`src/rtl/apb_master.sv`:
```
// apb_master: single-initiator APB bridge for the CPU data-memory port.
// It accepts one load/store at a time and decodes the address to one of
// NUM_SLAVES peripheral windows. It then runs a SETUP->ACCESS APB transfer
// and returns a one-cycle completion pulse with the load data.
//
// Optional feature macro: APB_MASTER_TIMEOUT_EN. When it is defined, an
// ACCESS phase that sees no PREADY for TIMEOUT_CYCLES cycles is aborted
// with rsp_err=1.
//
// Ports:
//   PCLK, PRESET            clock, async active-high reset
//   req/req_write/req_addr/req_wdata   CPU request (sampled in IDLE only)
//   rsp_valid/rsp_err/rsp_rdata        completion pulse, error, load data
//   busy                    high whenever the FSM is not IDLE
//   PADDR/PWRITE/PWDATA/PSEL/PENABLE   APB initiator outputs
//   PRDATA/PREADY           per-slave read data (32 bits each) and ready
module apb_master #(
  parameter int unsigned NUM_SLAVES     = 4,
  parameter logic [31:0] BASE_ADDR      = 32'h1000_0000,
  parameter int unsigned TIMEOUT_CYCLES = 16
) (
  input  logic                       PCLK,
  input  logic                       PRESET,
  input  logic                       req,
  input  logic                       req_write,
  input  logic [31:0]                req_addr,
  input  logic [31:0]                req_wdata,
  output logic                       rsp_valid,
  output logic                       rsp_err,
  output logic [31:0]                rsp_rdata,
  output logic                       busy,
  output logic [31:0]                PADDR,
  output logic                       PWRITE,
  output logic [31:0]                PWDATA,
  output logic [NUM_SLAVES-1:0]      PSEL,
  output logic                       PENABLE,
  input  logic [32*NUM_SLAVES-1:0]   PRDATA,
  input  logic [NUM_SLAVES-1:0]      PREADY
);

  localparam int unsigned DW    = 32;
  localparam int unsigned IDX_W = 4;

  typedef enum logic [1:0] {
    IDLE   = 2'd0,
    SETUP  = 2'd1,
    ACCESS = 2'd2
  } state_t;

  state_t           state;
  logic [IDX_W-1:0] idx_q;

  logic [IDX_W-1:0]      req_idx_c;
  logic                  hit_c;
  logic [NUM_SLAVES-1:0] req_sel_c;
  logic                  ready_c;
  logic [DW-1:0]         rdata_c;

`ifdef APB_MASTER_TIMEOUT_EN
  localparam int unsigned CNT_W =
    ($clog2(TIMEOUT_CYCLES + 1) > 5) ? $clog2(TIMEOUT_CYCLES + 1) : 5;
  localparam logic [CNT_W-1:0] TMO_LAST = CNT_W'(TIMEOUT_CYCLES - 1);
  logic [CNT_W-1:0] tmo_cnt;
`endif

  // Address decode: region match on [31:16], window index on [15:12].
  assign req_idx_c = req_addr[15:12];
  assign hit_c     = (req_addr[31:16] == BASE_ADDR[31:16]) &&
                     ({1'b0, req_idx_c} < 5'(NUM_SLAVES));

  // One-hot select for the request, and ready/rdata mux of the latched slave.
  // Loops keep every index in range for any NUM_SLAVES.
  always_comb begin
    req_sel_c = '0;
    ready_c   = 1'b0;
    rdata_c   = '0;
    for (int i = 0; i < NUM_SLAVES; i++) begin
      req_sel_c[i] = (req_idx_c == IDX_W'(i));
      if (idx_q == IDX_W'(i)) begin
        ready_c = PREADY[i];
        rdata_c = PRDATA[i*DW +: DW];
      end
    end
  end

  // Transfer FSM with all outputs registered.
  always_ff @(posedge PCLK or posedge PRESET) begin
    if (PRESET) begin
      state     <= IDLE;
      idx_q     <= '0;
      rsp_valid <= 1'b0;
      rsp_err   <= 1'b0;
      rsp_rdata <= '0;
      busy      <= 1'b0;
      PADDR     <= '0;
      PWRITE    <= 1'b0;
      PWDATA    <= '0;
      PSEL      <= '0;
      PENABLE   <= 1'b0;
`ifdef APB_MASTER_TIMEOUT_EN
      tmo_cnt   <= '0;
`endif
    end else begin
      rsp_valid <= 1'b0;
      rsp_err   <= 1'b0;
      case (state)
        IDLE: begin
          if (req) begin
            if (hit_c) begin
              PADDR  <= req_addr;
              PWRITE <= req_write;
              PWDATA <= req_wdata;
              PSEL   <= req_sel_c;
              idx_q  <= req_idx_c;
              busy   <= 1'b1;
              state  <= SETUP;
            end else begin
              // Decode miss: complete with error and stay ready for the next request.
              rsp_valid <= 1'b1;
              rsp_err   <= 1'b1;
              rsp_rdata <= '0;
            end
          end
        end

        SETUP: begin
          PENABLE <= 1'b1;
          state   <= ACCESS;
`ifdef APB_MASTER_TIMEOUT_EN
          tmo_cnt <= '0;
`endif
        end

        ACCESS: begin
          // Ready wins over a timeout that expires on the same edge.
          if (ready_c) begin
            rsp_valid <= 1'b1;
            rsp_rdata <= PWRITE ? '0 : rdata_c;
            PSEL      <= '0;
            PENABLE   <= 1'b0;
            busy      <= 1'b0;
            state     <= IDLE;
          end
`ifdef APB_MASTER_TIMEOUT_EN
          else if (tmo_cnt == TMO_LAST) begin
            rsp_valid <= 1'b1;
            rsp_err   <= 1'b1;
            rsp_rdata <= '0;
            PSEL      <= '0;
            PENABLE   <= 1'b0;
            busy      <= 1'b0;
            state     <= IDLE;
          end else begin
            tmo_cnt <= tmo_cnt + CNT_W'(1);
          end
`endif
        end

        default: begin
          PSEL    <= '0;
          PENABLE <= 1'b0;
          busy    <= 1'b0;
          state   <= IDLE;
        end
      endcase
    end
  end

endmodule

```
`config.mk`:
```
export PLATFORM = sky130hd
export DESIGN_NAME = apb_master
export DESIGN_NICKNAME = d
export VERILOG_FILES = /design/src/rtl/apb_master.sv
export SDC_FILE = /design/constraint.sdc
export NUM_CORES = 1
export LEC_CHECK = 0
export CAP_MARGIN = 20
export CELL_PAD_IN_SITES_DETAIL_PLACEMENT = 0
export CELL_PAD_IN_SITES_GLOBAL_PLACEMENT = 2
export CORE_AREA = 8 8 125 213
export DETAILED_ROUTE_END_ITERATION = 10
export DIE_AREA = 0 0 133 221
export PLACE_DENSITY = 0.88
export SLEW_MARGIN = 20
export SYNTH_ARGS = -nofsm -noshare
export SYNTH_HDL_FRONTEND = slang
export SYNTH_SLANG_ARGS = --single-unit
export TNS_END_PERCENT = 5
```
`constraint.sdc`:
```
create_clock -name PCLK -period 3.9 [get_ports PCLK]
set_input_delay 0.78 -clock PCLK [delete_from_list [all_inputs] [get_ports PCLK]]
set_output_delay 0.78 -clock PCLK [all_outputs]
set_load 0.1 [all_outputs]
```
* Yosys cells after proc, flatten, opt, wreduce, memory -nomap -nowiden
Cells that the tools add are included.
** Storage, ports and cells
- Memory bits (read-only) :: 0
- Bits in registers :: 111
- Input bits :: 200
- Memories :: 0
- Output and inout bits :: 105
- Bits in latches :: 0
- Bits in writable memories :: 0
** Operators by class
- Bitwise logic cells :: 2
- $mul :: 0
- Divide/modulo/power cells :: 0
- Multiplexer cells :: 31
- Add/sub/neg operators :: 0
- Eq/ne operators :: 13
- Shift-type cells :: 0
- Reduce and logical (&&, ||, !) cells :: 10
- Order comparisons :: 1
** Operator list (count)
- $mux W32 :: 8
- $pmux W32 S2 :: 1
- $eq A16 B13 Y1 const B :: 1
- $eq A4 B2 Y1 const B :: 4
- $mux W4 :: 3
- $pmux W4 S3 :: 1
- $mux W1 :: 11
- $eq A4 B1 Y1 const B :: 2
- $logic_not A4 Y1 :: 2
- $ne A2 B2 Y1 const B :: 4
- $reduce_and A4 Y1 :: 2
- $mux W2 :: 3
- $pmux W1 S3 :: 2
- $pmux W2 S3 :: 1
- $reduce_and A3 Y1 :: 2
- $lt A4 B3 Y1 const B :: 1
- $eq A2 B1 Y1 const B :: 1
- $eq A2 B2 Y1 const B :: 1
- $logic_not A2 Y1 :: 1
- $not A1 Y1 :: 2
- $pmux W1 S2 :: 1
- $reduce_and A2 Y1 :: 1
- $reduce_bool A2 Y1 :: 1
- $logic_and A1 B1 Y1 :: 1

* Longest topological paths before layout
Gate-level depths: netlist (run 1).
- Word-level depth :: 8
- Depth in mapped cells :: 7

* Worst setup path after synthesis (run 1)
OpenSTA, ideal clock, no wires.
- Path kind :: reg-to-reg
- Start point :: reg PADDR[13] (netlist name)
- End point :: reg rsp_rdata[10]
- Buffers on the path :: 3
- Data arrival time :: 2.456 ns
- Clock period less this slack :: 2.577 ns
- Required time :: 3.778 ns
- Cell stages (with the launch flop) :: 8
- Library setup time :: 0.122 ns
- Setup slack :: 1.323 ns
- Cell sequence :: dfrtp_1 or3b_1 clkbuf_2 o22a_4 or2_1 buf_6 buf_6 a32o_1
** RTL lines
- end signal, assigned :: RTL line 138 : rsp_rdata <= PWRITE ? '0 : rdata_c;
- end, declared :: RTL line 30 : output logic [31:0] rsp_rdata,

* Worst setup path after layout (run 1)
- Start point :: reg PADDR[15]
- End point :: out PADDR[15]
** RTL lines
- start, declared :: RTL line 32 : output logic [31:0] PADDR,
- start signal, assigned :: RTL line 110 : PADDR <= req_addr;
No word-level cell between the ends.

==> impl_metrics.yaml, run 1 <==
run_status:
  status: "complete, no violations"
detailed_routing:
  viasPerCell: 4.42
  first_iter_violations: 101
  wl_um: 20200
  ant_nets: 0
  first_pass_iters: 4
  route.vias.total: 4546
  drcViolationCount: 0
  drt-wirelength-per-cell_um: 19.7
critical_path:
  endpoint: "PADDR[15]"
  worstPathRequired_ns: 3.12
  crit_family: "buffers and inverters"
  crit_path_start_kind: "flop"
  r2r_cells: 5
  cp_slowest_cell: "clkdlybuf4s50_1"
  arrival_ns: 2.08
  startpoint: "PADDR[15]"
  slowest_delay_ns: 1.23
  reg2reg_from: "PADDR[13]"
  cp.buffers_inverters: 1
  reg2reg_slack_ns: 1.10
  path_class: "flop to output pin"
  crit_cells: 1
  crit_path_cell_trace: "clkdlybuf4s50_1"
  r2r-end: "rsp_rdata[26]"
  critical_path.endpoint_type: "output pin"
  cp_max_fo: 7
power_and_ir_drop:
  switchingPower_mw: 0.569
  vdd_drop_max_mv: 0.185
  power_frac_clock_pct: 37.3
  leakage_nw: 3.56
  sequentialPowerShare_pct: 47.7
  p_comb_share_pct: 14.9
  switching_share_pct: 24.3
  p_int_mw: 1.77
  power.density_nw_per_um2: 267
  finalPower_mw: 2.34
logic_synthesis:
  ys_seq_area_share_pct: 52.5
  synth_top_area_share_pct: 52.5
  synth_nets: 624
  synth_area_leader_cell: "dfrtp_1"
  yosysUniqueCellTypes: 40
  yosys_warnings: 0
  synth_edf_count: 0
  synth_area_um2: 5100
  synth_area_leaders: "dfrtp_1 (53%), mux2_2 (10%), mux2i_1 (6.3%), a32o_1 (6.1%), nor2b_1 (4.3%)"
  syn_avg_cell_area_um2: 12.0
  ys_ff_latch: 107
  async_reset_ff_share_pct: 100
  synthMostInstantiatedCell: "dfrtp_1"
  synth_common_cells: "dfrtp_1 (107), mux2_2 (47), nor2b_1 (35)"
  synth_ff_type: "dfrtp_1"
  syn-instance-count: 424
clock_network:
  postCtsSetupRepairBufs: 0
  cts_sinks: 107
  post_cts_resized: 0
  cts_root_buf: "clkbuf_16"
  cts_htree_levels: 3
  cts_tree: "done"
  hold_buffers: 0
  clkTransAtPathRegs_ns: 0.08
  numCtsBuffers: 9
  clkLatencyLatePin_ns: 0.35
  clockBufferDepth: 2
place:
  place_congestion: 0.743
  detailedPlace.worstSlack_ns: 0.917
  dpl-instance-area_um2: 8490
  dp_cells: 1012
  hpwlAfterDp_um: 15900
  io_buffers: 304
sta:
  timing.final.crit_share_pct: 73.2
  timing.final.max_slew_violations: 0
  setup_tns_ns: 0
  worst_slack_ns: 1.04
  fin_hold_ws_ns: 0.481
  rsz0062_at_grt: "no"
  tightest_slew_ns: 1.07
  timing.fmax_ghz: 0.350
  finalCriticalPeriod_ns: 2.86
  final.setup_skew_ns: 0.0103
  maxSlewHeadroom_pct: 28.3
  setup_viol: 0
  finalHoldViolCount: 0
floorplan:
  start_util_pct: 21.5
  num_rows: 75
  fp.coreArea_um2: 23700
  die_h_um: 221
  dieWidth_um: 133
  dieArea_um2: 29400
  ios: 305
grt:
  grt_pass1_wl_um: 30500
  overflow: 0
  grt_pass1_vias: 4929
  antenna_found_initial: 0
  grt_use_total_pct: 13.4
  grt_max_degree: 68
layout:
  finalNonFillerCells: 1028
  n_antenna_cell: 0
  stdcell_area_um2: 8770
  nets: 915
  utilization_pct: 36.9
  drive_gt1_share_pct: 11.8
  area_delta_synth_final_pct: 71.9
  nFillCells: 2362
hold_path:
  whs_path_depth: 1
  worstHoldPathType: "flop to flop"
flow_run:
  drv_cap: 0
## power by group through the flow
stage / clock network [mW] / logic, mW / registers (mW)
after global routing: 0.952 / 0.378 / 1.12
after global placement: 0 / 0.353 / 1.14
after detailed placement: 0 / 0.355 / 1.14
after floorplan: 0 / 0.0714 / 1.18
after CTS: 0.920 / 0.356 / 1.12
final: 0.874 / 0.350 / 1.12
## placed cells by master, fill, tap and decap left out, types with 7 or more instances in the layout
cell	synthesis	routed
a21oi_1	17	17
dfrtp_1	107	106
clkdlybuf4s50_1	0	302
o21a_1	14	14
clkbuf_16	0	9
buf_4	1	12
nor2_1	18	18
mux2i_1	32	32
a32o_1	31	31
inv_1	8	7
nor2b_1	35	35
mux2_2	47	47
o22ai_1	16	16
a211oi_1	17	17
## flip-flops by register name, indices dropped and copies added, names as in the netlist
| signal | flops |
|---|---|
| rsp_rdata | 32 |
| rsp_valid | 1 |
| busy | 1 |
| PENABLE | 1 |
| state | 2 |
| PADDR | 32 |
| PSEL | 4 |
| PWRITE | 1 |
| PWDATA | 32 |
| rsp_err | 1 |
## metal layers
layer | routed length [um] | vias up | GRT usage, % | part of all wire [%]
li1 | - | 2171 | - | -
met4 | 403 | 0 | 4.46 | 2.0
met2 | 10800 | 166 | 24.4 | 53
met1 | 7460 | 2191 | 13.7 | 37
met3 | 1580 | 18 | 4.61 | 7.8
met5 | 0 | - | 0 | 0
## cells by family after synthesis
group,Yosys count,share of synthesized area [%]
AOI/OAI and AO/OA,110,16.6
DFF,107,52.5
and+or+nand+nor,83,9.55
muxes,80,17.1
buffers and inverters,44,4.22
## worst min-delay path by stage
stage | from | to | slack [ns]
global placement | PADDR[28] | PADDR[28] | 0.45
global route | PADDR[28] | PADDR[28] | 0.49
finish | PADDR[28] | PADDR[28] | 0.48
CTS | PADDR[28] | PADDR[28] | 0.49
detailed placement | PADDR[28] | PADDR[28] | 0.46
floorplan | state[0] | PENABLE | 0.56
## layout make-up
type | count | area (um^2) | share of cell area (%)
clock inverter | 6 | 47.5 | 0.542
inverter | 8 | 32.5 | 0.371
clock buffer | 10 | 229 | 2.61
tap | 308 | 385 | 4.40
multi-input combinational | 273 | 2240 | 25.5
sequential | 107 | 2680 | 30.6
timing repair buffer | 316 | 3150 | 36.0
Note: power is estimated with default switching activity, not from simulation.
==> run 2: changes to the inputs <==
--- a/config.mk
+++ b/config.mk
@@ -8,10 +8,10 @@
 export CAP_MARGIN = 20
 export CELL_PAD_IN_SITES_DETAIL_PLACEMENT = 0
 export CELL_PAD_IN_SITES_GLOBAL_PLACEMENT = 2
-export CORE_AREA = 8 8 125 213
+export CORE_AREA = 8 8 130 223
 export DETAILED_ROUTE_END_ITERATION = 10
-export DIE_AREA = 0 0 133 221
-export PLACE_DENSITY = 0.88
+export DIE_AREA = 0 0 138 231
+export PLACE_DENSITY = 0.85
 export SLEW_MARGIN = 20
 export SYNTH_ARGS = -nofsm -noshare
 export SYNTH_HDL_FRONTEND = slang
==> constraint.sdc (replaced) <==
create_clock -name PCLK -period 2.5 [get_ports PCLK]
set_input_delay 0.5 -clock PCLK [delete_from_list [all_inputs] [get_ports PCLK]]
set_output_delay 0.5 -clock PCLK [all_outputs]
set_load 0.1 [all_outputs]
==> run 2 against run 1 <==
Net effect:
- clock skew shrank 0.00051 ns
- clock power grew 53%
- cell count grew 1.8%
==> impl_metrics.yaml, run 2 (synthesized netlist as in run 1, its figures left out) <==
run_status:
  status: "complete, no violations"
grt:
  overflow: 0
  met3_usage_pct: 4.44
  grt_pass1_vias: 5062
  grt_busiest_layer: "met2"
  antenna_found_initial: 0
  grt_max_degree: 68
  met1_usage_pct: 13.1
  grt_use_total_pct: 12.8
  grt_pass1_wl_um: 31400
  use_met2_pct: 23.5
clock_network:
  cts_tree: "done"
  cts_sinks: 107
  clockBufferDepth: 2
  cts_htree_levels: 3
  numCtsBuffers: 9
  cts_root_buf: "clkbuf_16"
  clkTransAtPathRegs_ns: 0.07
  clkLatencyLatePin_ns: 0.37
  hold_buffers: 0
  postCtsSetupRepairBufs: 0
  post_cts_resized: 0
floorplan:
  num_rows: 78
  dieArea_um2: 31900
  ios: 305
  die_h_um: 231
  start_util_pct: 19.8
  fp.coreArea_um2: 25800
  dieWidth_um: 138
detailed_routing:
  route.vias.total: 4591
  viasPerCell: 4.39
  first_iter_violations: 180
  ant_nets: 0
  drt-wirelength-per-cell_um: 19.8
  wl_um: 20700
  first_pass_iters: 4
  drcViolationCount: 0
sta:
  setup_viol: 0
  timing.fmax_ghz: 0.448
  timing.final.crit_share_pct: 89.3
  rsz0062_at_grt: "no"
  finalHoldViolCount: 0
  timing.final.max_slew_violations: 0
  finalCriticalPeriod_ns: 2.23
  final.setup_skew_ns: 0.00983
  tightest_slew_ns: 0.551
  maxSlewHeadroom_pct: 63.3
  setup_tns_ns: 0
layout:
  nets: 922
  finalNonFillerCells: 1046
  drive_gt1_share_pct: 26.6
  layout_common_cells: "clkdlybuf4s50_1 (199), buf_4 (116), dfrtp_1 (106), mux2_2 (47), nor2b_1 (35)"
  n_antenna_cell: 0
  layout_commonest_cell: "clkdlybuf4s50_1"
  reg_top3: "PADDR (32), PWDATA (32), rsp_rdata (32)"
  nFillCells: 2677
  area_delta_synth_final_pct: 69.3
  stdcell_area_um2: 8630
critical_path:
  worstPathRequired_ns: 2.80
  crit_cells: 6
  cp_max_fo: 27
  r2r_cells: 6
  crit_path_start_kind: "flop"
  crit_path_cell_trace: "buf_4, nand4bb_1, o21ai_0, or2_1, buf_12, a32o_1"
  crit_family: "simple AND/OR/NAND/NOR gates"
  cp_slowest_cell: "dfrtp_1"
  path_class: "flop to flop"
  arrival_ns: 2.54
  startpoint: "PADDR[13]"
  critical_path.endpoint_type: "flop"
  reg2reg_from: "PADDR[13]"
  cp.buffers_inverters: 2
  slowest_delay_ns: 0.41
place:
  dp_cells: 1031
  hpwlAfterDp_um: 16600
  dpl-instance-area_um2: 8370
  place_congestion: 0.725
  io_buffers: 304
hold_path:
  worstHoldPathType: "flop to flop"
  worstHoldStart: "PADDR[28]"
  whs_path_depth: 1
power_and_ir_drop:
  power.density_nw_per_um2: 421
  leakage_nw: 3.82
  vdd_drop_max_mv: 0.355
flow_run:
  drv_cap: 0
## run 2: cell count changes in the layout (fill, tap and decap cells not counted), moves of 2 or more
cell             before  now
buf_12                2    8
clkdlybuf4s50_1     302  199
buf_4                12  116
clkinv_2              1    3
inv_6                 3    0
## run 2: report_power, final
part           internal [mW]  total (mW)  switching, mW
registers               1.74        1.74        0.00606
clock network          0.694        1.34          0.646
logic                  0.341       0.551          0.210
total                   2.77        3.64          0.862
## run 2: routing by layer
layer | wire [um] | share of wire (%)
met5 | 0 | 0
met4 | 400 | 1.9
met3 | 1290 | 6.2
met2 | 11300 | 55
met1 | 7690 | 37
## run 2: cell type report
type                       instances  area (um^2)  area share, %
clock buffer                      12          246           2.86
clock inverter                     3         15.0          0.174
inverter                           8         33.8          0.391
multi-input combinational        273         2230           25.8
sequential                       107         2680           31.1
tap                              320          400           4.64
timing repair buffer             323         3020           35.0
## run 2: final timing paths
path                                      end  slack [ns]
min in group asynchronous       rsp_rdata[29]        0.55
worst max register to register   rsp_rdata[2]        0.27
worst max-delay path             rsp_rdata[2]        0.27
worst min-delay path                PADDR[28]        0.48
worst min register to register      PADDR[28]        0.48
max in group asynchronous          PWDATA[29]        1.55
## run 2: per-stage QoR
stage | hold slack [ns] | utilization (%) | total power, mW | setup WS, ns
after floorplan | 0.563 | - | 1.95 | -0.0774
after CTS | 0.488 | 33.5 | 3.73 | 0.246
after detailed placement | 0.472 | 32.5 | 2.34 | 0.0225
after global routing | 0.506 | 33.5 | 3.81 | 0.00715
after global placement | 0.457 | 32.5 | 2.33 | 0.0345
final | 0.479 | 33.5 | 3.64 | 0.266
==> patch 1, RTL diff (settings of run 2) <==
The 3 states of `state_t` get a one-hot encoding in 3 bits.
--- a/src/rtl/apb_master.sv
+++ b/src/rtl/apb_master.sv
@@ -41,10 +41,10 @@
   localparam int unsigned DW    = 32;
   localparam int unsigned IDX_W = 4;
 
-  typedef enum logic [1:0] {
-    IDLE   = 2'd0,
-    SETUP  = 2'd1,
-    ACCESS = 2'd2
+  typedef enum logic [2:0] {
+    IDLE   = 3'b001,
+    SETUP  = 3'b010,
+    ACCESS = 3'b100
   } state_t;
 
   state_t           state;
Behaviour: no difference found for any inputs over 4 cycles, from zero or initial values and one cycle with PRESET high; so few cycles prove little.
==> patch 1 against run 2 <==
- setup slack improved by 170 ps
- non-clock buffer count increased by 2
- die area unchanged
- hold slack got worse by 5.0 ps
- sequential cell count increased by 1
- sequential share of layout area decreased by 0.82 points
- total power increased by 3.2%
- wire length increased by 1.8%
- area after synthesis increased by 5.5%
- final area increased by 3.7%
- largest power group unchanged
==> patch 1: results (changes against run 2) <==
| Metric | Value |
|---|---|
| Status | `complete, no violations (unchanged)` |
| Yosys warning count | `0 (unchanged)` |
| Placed Cells | `1,062 (was 1,031)` |
| Initial antenna violation count | `0 (unchanged)` |
| Post-Synth Adder-Cell Area | `0 (unchanged)` |
| Avg WL per Cell | `19.6 um (was 19.8 um)` |
| Xor/xnor cell area share of the yosys netlist | `0 (unchanged)` |
| Biggest regs | `PADDR (32), PWDATA (32), rsp_rdata (32) (unchanged)` |
| Seq/Total Area, Yosys | `0.503 (was 0.525)` |
| Leakage Power | `3.88 nW (was 3.82 nW)` |
| Vias | `4,858 (was 4,591)` |
| Root Driver | `clkbuf_16 (unchanged)` |
| Synth top area cells | `dfrtp_1, mux2_2, mux2i_1 (unchanged)` |
| Final Net Count | `953 (was 922)` |
| Final Wtd Congestion | `0.735 (was 0.725)` |
| Maximum vdd drop | `0.000314 V (was 0.000355 V)` |
| # diodes | `0 (unchanged)` |
| Number of fill cells | `2,667 (was 2,677)` |
| CP delay by family, top | `simple AND/OR/NAND/NOR gates (unchanged)` |
| Final Skew | `11.2 ps (was 9.83 ps)` |
| Slew margin rel. | `0.618 (was 0.633)` |
| Arrival @ worst endpoint | `2310 ps (was 2540 ps)` |
| Share of cells above drive strength 1 | `0.296 (was 0.266)` |
| Final HPWL DP | `16,400 um (was 16,600 um)` |
| Tot GR Track Use | `0.132 (was 0.128)` |
| Synth Area in Compound Gates | `0.138 (was 0.166)` |
| Via density | `4.51 (was 4.39)` |
| Count of pins over their slew limit | `0 (unchanged)` |
| Clock latency at the later pin of the worst-skew pair | `370 ps (about the same)` |
| Max incr delay on CP | `440 ps (was 410 ps)` |
| Post-CTS Setup Bufs | `0 (unchanged)` |
| H-tree depth | `3 (unchanged)` |
| Largest net degree at the start of global routing | `47 (was 68)` |
| Slowest CP cell | `clkdlybuf4s50_1 (was dfrtp_1)` |
| Mapped Cells | `455 (was 424)` |
| Vias in the first global route | `5,501 (was 5,062)` |
| Port bufs | `304 (unchanged)` |
| Main synth FF type | `dfrtp_1 (unchanged)` |
| Initial drt markers | `138 (was 180)` |
| Resize count post-CTS | `0 (unchanged)` |
| Critical path fanouts, max | `35 (was 27)` |
| Max clock buf depth | `2 (unchanged)` |
| Synth async-reset ratio | `1.00 (unchanged)` |
| Worst-path clk slew | `70 ps (about the same)` |
| TritonCTS buffer count | `9 (unchanged)` |
| Global-route wire length before repair | `33,100 um (was 31,400 um)` |
| HP Class | `flop to flop (unchanged)` |
| Post-synthesis mux area share | `0.227 (was 0.171)` |
| Post-Syn Nets | `655 (was 624)` |
| Post-synth top cells | `dfrtp_1, mux2_2, o21ai_0 (was dfrtp_1, mux2_2, nor2b_1)` |
| Post-synthesis cell type count | `42 (was 40)` |
==> patch 1: changes by cell type in the layout (fill, tap and decap cells not counted), moves of 10 or more <==
| cell | run 2 | this run |
|---|---|---|
| nor2_1 | 18 | 4 |
| nand2_1 | 5 | 33 |
| mux2_1 | 0 | 10 |
| o21a_1 | 14 | 0 |
| o22ai_1 | 16 | 32 |
| o211ai_1 | 4 | 31 |
| a211oi_1 | 17 | 0 |
| mux2_2 | 47 | 70 |
| nor2b_1 | 35 | 18 |
| a32o_1 | 31 | 0 |
| o21ai_0 | 4 | 35 |
| a21oi_1 | 17 | 1 |
==> patch 1: worst paths after layout <==
| check | from | end | slack (ps) | depth (start not counted) |
|---|---|---|---|---|
| setup / recovery | req_addr[21] | PWDATA[12] | 440 | 6 |
| hold / removal | PADDR[28] | PADDR[28] | 470 | 1 |
| setup reg to reg | PADDR[12] | rsp_rdata[21] | 500 | 5 |
| hold reg to reg | PADDR[28] | PADDR[28] | 470 | 1 |
| max in group asynchronous | PRESET | PADDR[20] | 1330 | 3 |
| min in group asynchronous | PRESET | busy | 520 | 2 |
==> patch 1: layout make-up <==
type | instances | area (um^2) | area share
flip-flops and latches | 108 | 2710 | 0.303
inverters | 4 | 18.8 | 0.00210
well taps | 320 | 400 | 0.0447
clock buffers | 12 | 256 | 0.0287
multi-input cells | 305 | 2460 | 0.275
repair buffers | 325 | 3050 | 0.341
clock inverters | 4 | 55.1 | 0.00615
==> patch 1: logic make-up (layout without fill, tap and decap cells) <==
group,count (synthesis),after routing
buffers and inverters,42,345
muxes,112,112
DFF,108,108
and+or+nand+nor,80,80
AOI/OAI and AO/OA,113,113
==> patch 1: where the power goes <==
part / switching, mW / internal, mW / total, mW
clock network: 0.687 / 0.838 / 1.53
logic: 0.152 / 0.325 / 0.477
registers: 0.00122 / 1.75 / 1.75
total: 0.840 / 2.91 / 3.75
==> patch 1: per-stage QoR <==
step	power [mW]	setup WS [ps]	instance area (um^2)
2_1_floorplan	1.90	130	5380
3_3_place_gp	2.26	71.5	8640
3_5_place_dp	2.27	24.9	8640
4_1_cts	3.84	440	8950
5_1_grt	3.91	328	8950
6_report	3.75	439	8950
==> patch 1: routing by layer <==
| metal | up-vias | routed length, um | GRT usage | part of all wire |
|---|---|---|---|---|
| li1 | 2277 | - | - | - |
| met1 | 2379 | 7980 | 0.141 | 0.38 |
| met2 | 187 | 11300 | 0.241 | 0.54 |
| met3 | 15 | 1470 | 0.0444 | 0.070 |
| met4 | 0 | 295 | 0.0399 | 0.014 |
| met5 | - | 0 | 0 | 0 |
==> patch 2, RTL diff (settings of run 2) <==
Without the edit above. Add a define of `APB_MASTER_TIMEOUT_EN`.
--- a/src/rtl/apb_master.sv
+++ b/src/rtl/apb_master.sv
@@ -14,6 +14,8 @@
 //   busy                    high whenever the FSM is not IDLE
 //   PADDR/PWRITE/PWDATA/PSEL/PENABLE   APB initiator outputs
 //   PRDATA/PREADY           per-slave read data (32 bits each) and ready
+`define APB_MASTER_TIMEOUT_EN
+
 module apb_master #(
   parameter int unsigned NUM_SLAVES     = 4,
   parameter logic [31:0] BASE_ADDR      = 32'h1000_0000,
Check against the original RTL: same outputs for any inputs over 4 cycles, from zero or initial values and one cycle with PRESET high; that may be too few to reach the edited logic, so the function may still have changed.
==> patch 2 against run 2 <==
- setup slack lost 48 ps
- highest routed layer unchanged
- core utilization is 1.5 points higher
- sequential cell count is 5 higher
- total power rose by 6.6%
- wire length down 5.5%
- area after synthesis grew 9.8%
- final area is 4.6% higher
- combinational power fell by 6.4%
==> patch 2: results (changes against run 2) <==
| Metric | Value |
|---|---|
| Global-route wire length before repair | `29,900 um (was 31,400 um)` |
| Biggest regs | `PADDR (32), PWDATA (32), rsp_rdata (32) (unchanged)` |
| RR Endpoint | `rsp_rdata[6] (was rsp_rdata[2])` |
| Vias in the first global route | `4,887 (was 5,062)` |
| Slew margin rel. | `0.555 (was 0.633)` |
| Seq/Total Area, Yosys | `0.501 (was 0.525)` |
| Critical path fanouts, max | `32 (was 27)` |
| Reg2Reg Setup Slack | `220 ps (was 270 ps)` |
| Share of cells above drive strength 1 | `0.337 (was 0.266)` |
| Post-Syn Nets | `602 (was 624)` |
| Initial drt markers | `149 (was 180)` |
| HP Class | `flop to flop (unchanged)` |
| Arrival @ worst endpoint | `2580 ps (was 2540 ps)` |
| Routed WL | `19,600 um (was 20,700 um)` |
| Final HPWL DP | `15,400 um (was 16,600 um)` |
| Largest net degree at the start of global routing | `113 (was 68)` |
| Port bufs | `304 (unchanged)` |
| Post-synthesis cell type count | `44 (was 40)` |
| Maximum vdd drop | `0.000290 V (was 0.000355 V)` |
| Synth top area cells | `dfrtp_1, mux2i_1, mux2_2 (was dfrtp_1, mux2_2, mux2i_1)` |
| Final Skew | `8.12 ps (was 9.83 ps)` |
| Resize count post-CTS | `0 (unchanged)` |
| Vias | `4,389 (was 4,591)` |
| Leakage Power | `4.48 nW (was 3.82 nW)` |
| Post-synth top cells | `dfrtp_1, mux2i_1, mux2_2 (was dfrtp_1, mux2_2, nor2b_1)` |
| Status | `complete, no violations (unchanged)` |
| Tot GR Track Use | `0.122 (was 0.128)` |
patch 2: cell types whose count changed in the layout (fill, tap and decap cells not counted), sizes merged, moves of 11 or more:
cell	before	now
a211oi	17	1
a21oi	17	4
a22o	0	29
a32o	31	0
mux2i	32	58
nor2	18	7
nor2b	35	18
o21a	14	0
o22ai	16	0
o2bb2ai	0	36
patch 2: area by class of cell:
cell class / instances / area, um^2
inverters: 10 / 41.3
multi-input cells: 249 / 2480
repair buffers: 322 / 2990
clock inverters: 5 / 55.1
fillers: 2611 / 16700
well taps: 320 / 400
clock buffers: 11 / 253
flip-flops and latches: 112 / 2810
patch 2: power by group:
part	switching [mW]	leakage (nW)	internal [mW]
clock network	0.697	0.148	0.829
registers	0.00894	1.53	1.82
logic	0.171	2.80	0.344
patch 2: cells by family after synthesis:
logic type / Yosys count / share of synthesized area
AOI/OAI and AO/OA: 82 / 0.163
adders and majority gates: 2 / 0.00447
muxes: 106 / 0.208
DFF: 112 / 0.501
and+or+nand+nor: 58 / 0.0619
xor gates and xnor gates: 1 / 0.00157
buffers and inverters: 39 / 0.0595
patch 2: metrics by stage:
step | std cells | area [um^2] | utilization | setup slack [ps] | hold WS [ps]
6_report | 1029 | 9020 | 0.350 | 218 | 490
5_1_grt | 1029 | 9020 | 0.350 | 102 | 493
3_5_place_dp | 1013 | 8720 | 0.338 | -96.3 | 468
4_1_cts | 1029 | 9020 | 0.350 | 196 | 491
2_1_floorplan | 400 | 5600 | - | 13.7 | 468
3_3_place_gp | 1013 | 8720 | 0.338 | -72.5 | 461
patch 2: worst max-delay path, stage by stage, from the launching register on:
cell       delay (ps)
dfrtp_1           550
and2b_1           280
o221a_2           210
a32oi_1            70
or4b_2            700
buf_12            210
o2bb2ai_2         150
patch 2: routing by layer:
| layer | up-vias | GRT usage | routed length [um] |
|---|---|---|---|
| met5 | - | 0 | 0 |
| met4 | 0 | 0.0491 | 325 |
| met3 | 13 | 0.0450 | 1430 |
| met2 | 168 | 0.217 | 10500 |
| met1 | 2116 | 0.128 | 7340 |
| li1 | 2092 | - | - |
patch 2: how the worst max path moves through the flow:
stage,from,endpoint,cells past startpoint
final,PADDR[13],rsp_rdata[6],6
after global routing,PADDR[13],rsp_rdata[26],5
after CTS,PADDR[13],rsp_rdata[24],5
after detailed placement,req_addr[26],PWDATA[11],6
after global placement,req_addr[26],PWDATA[1],6
after floorplan,PADDR[13],rsp_rdata[0],6
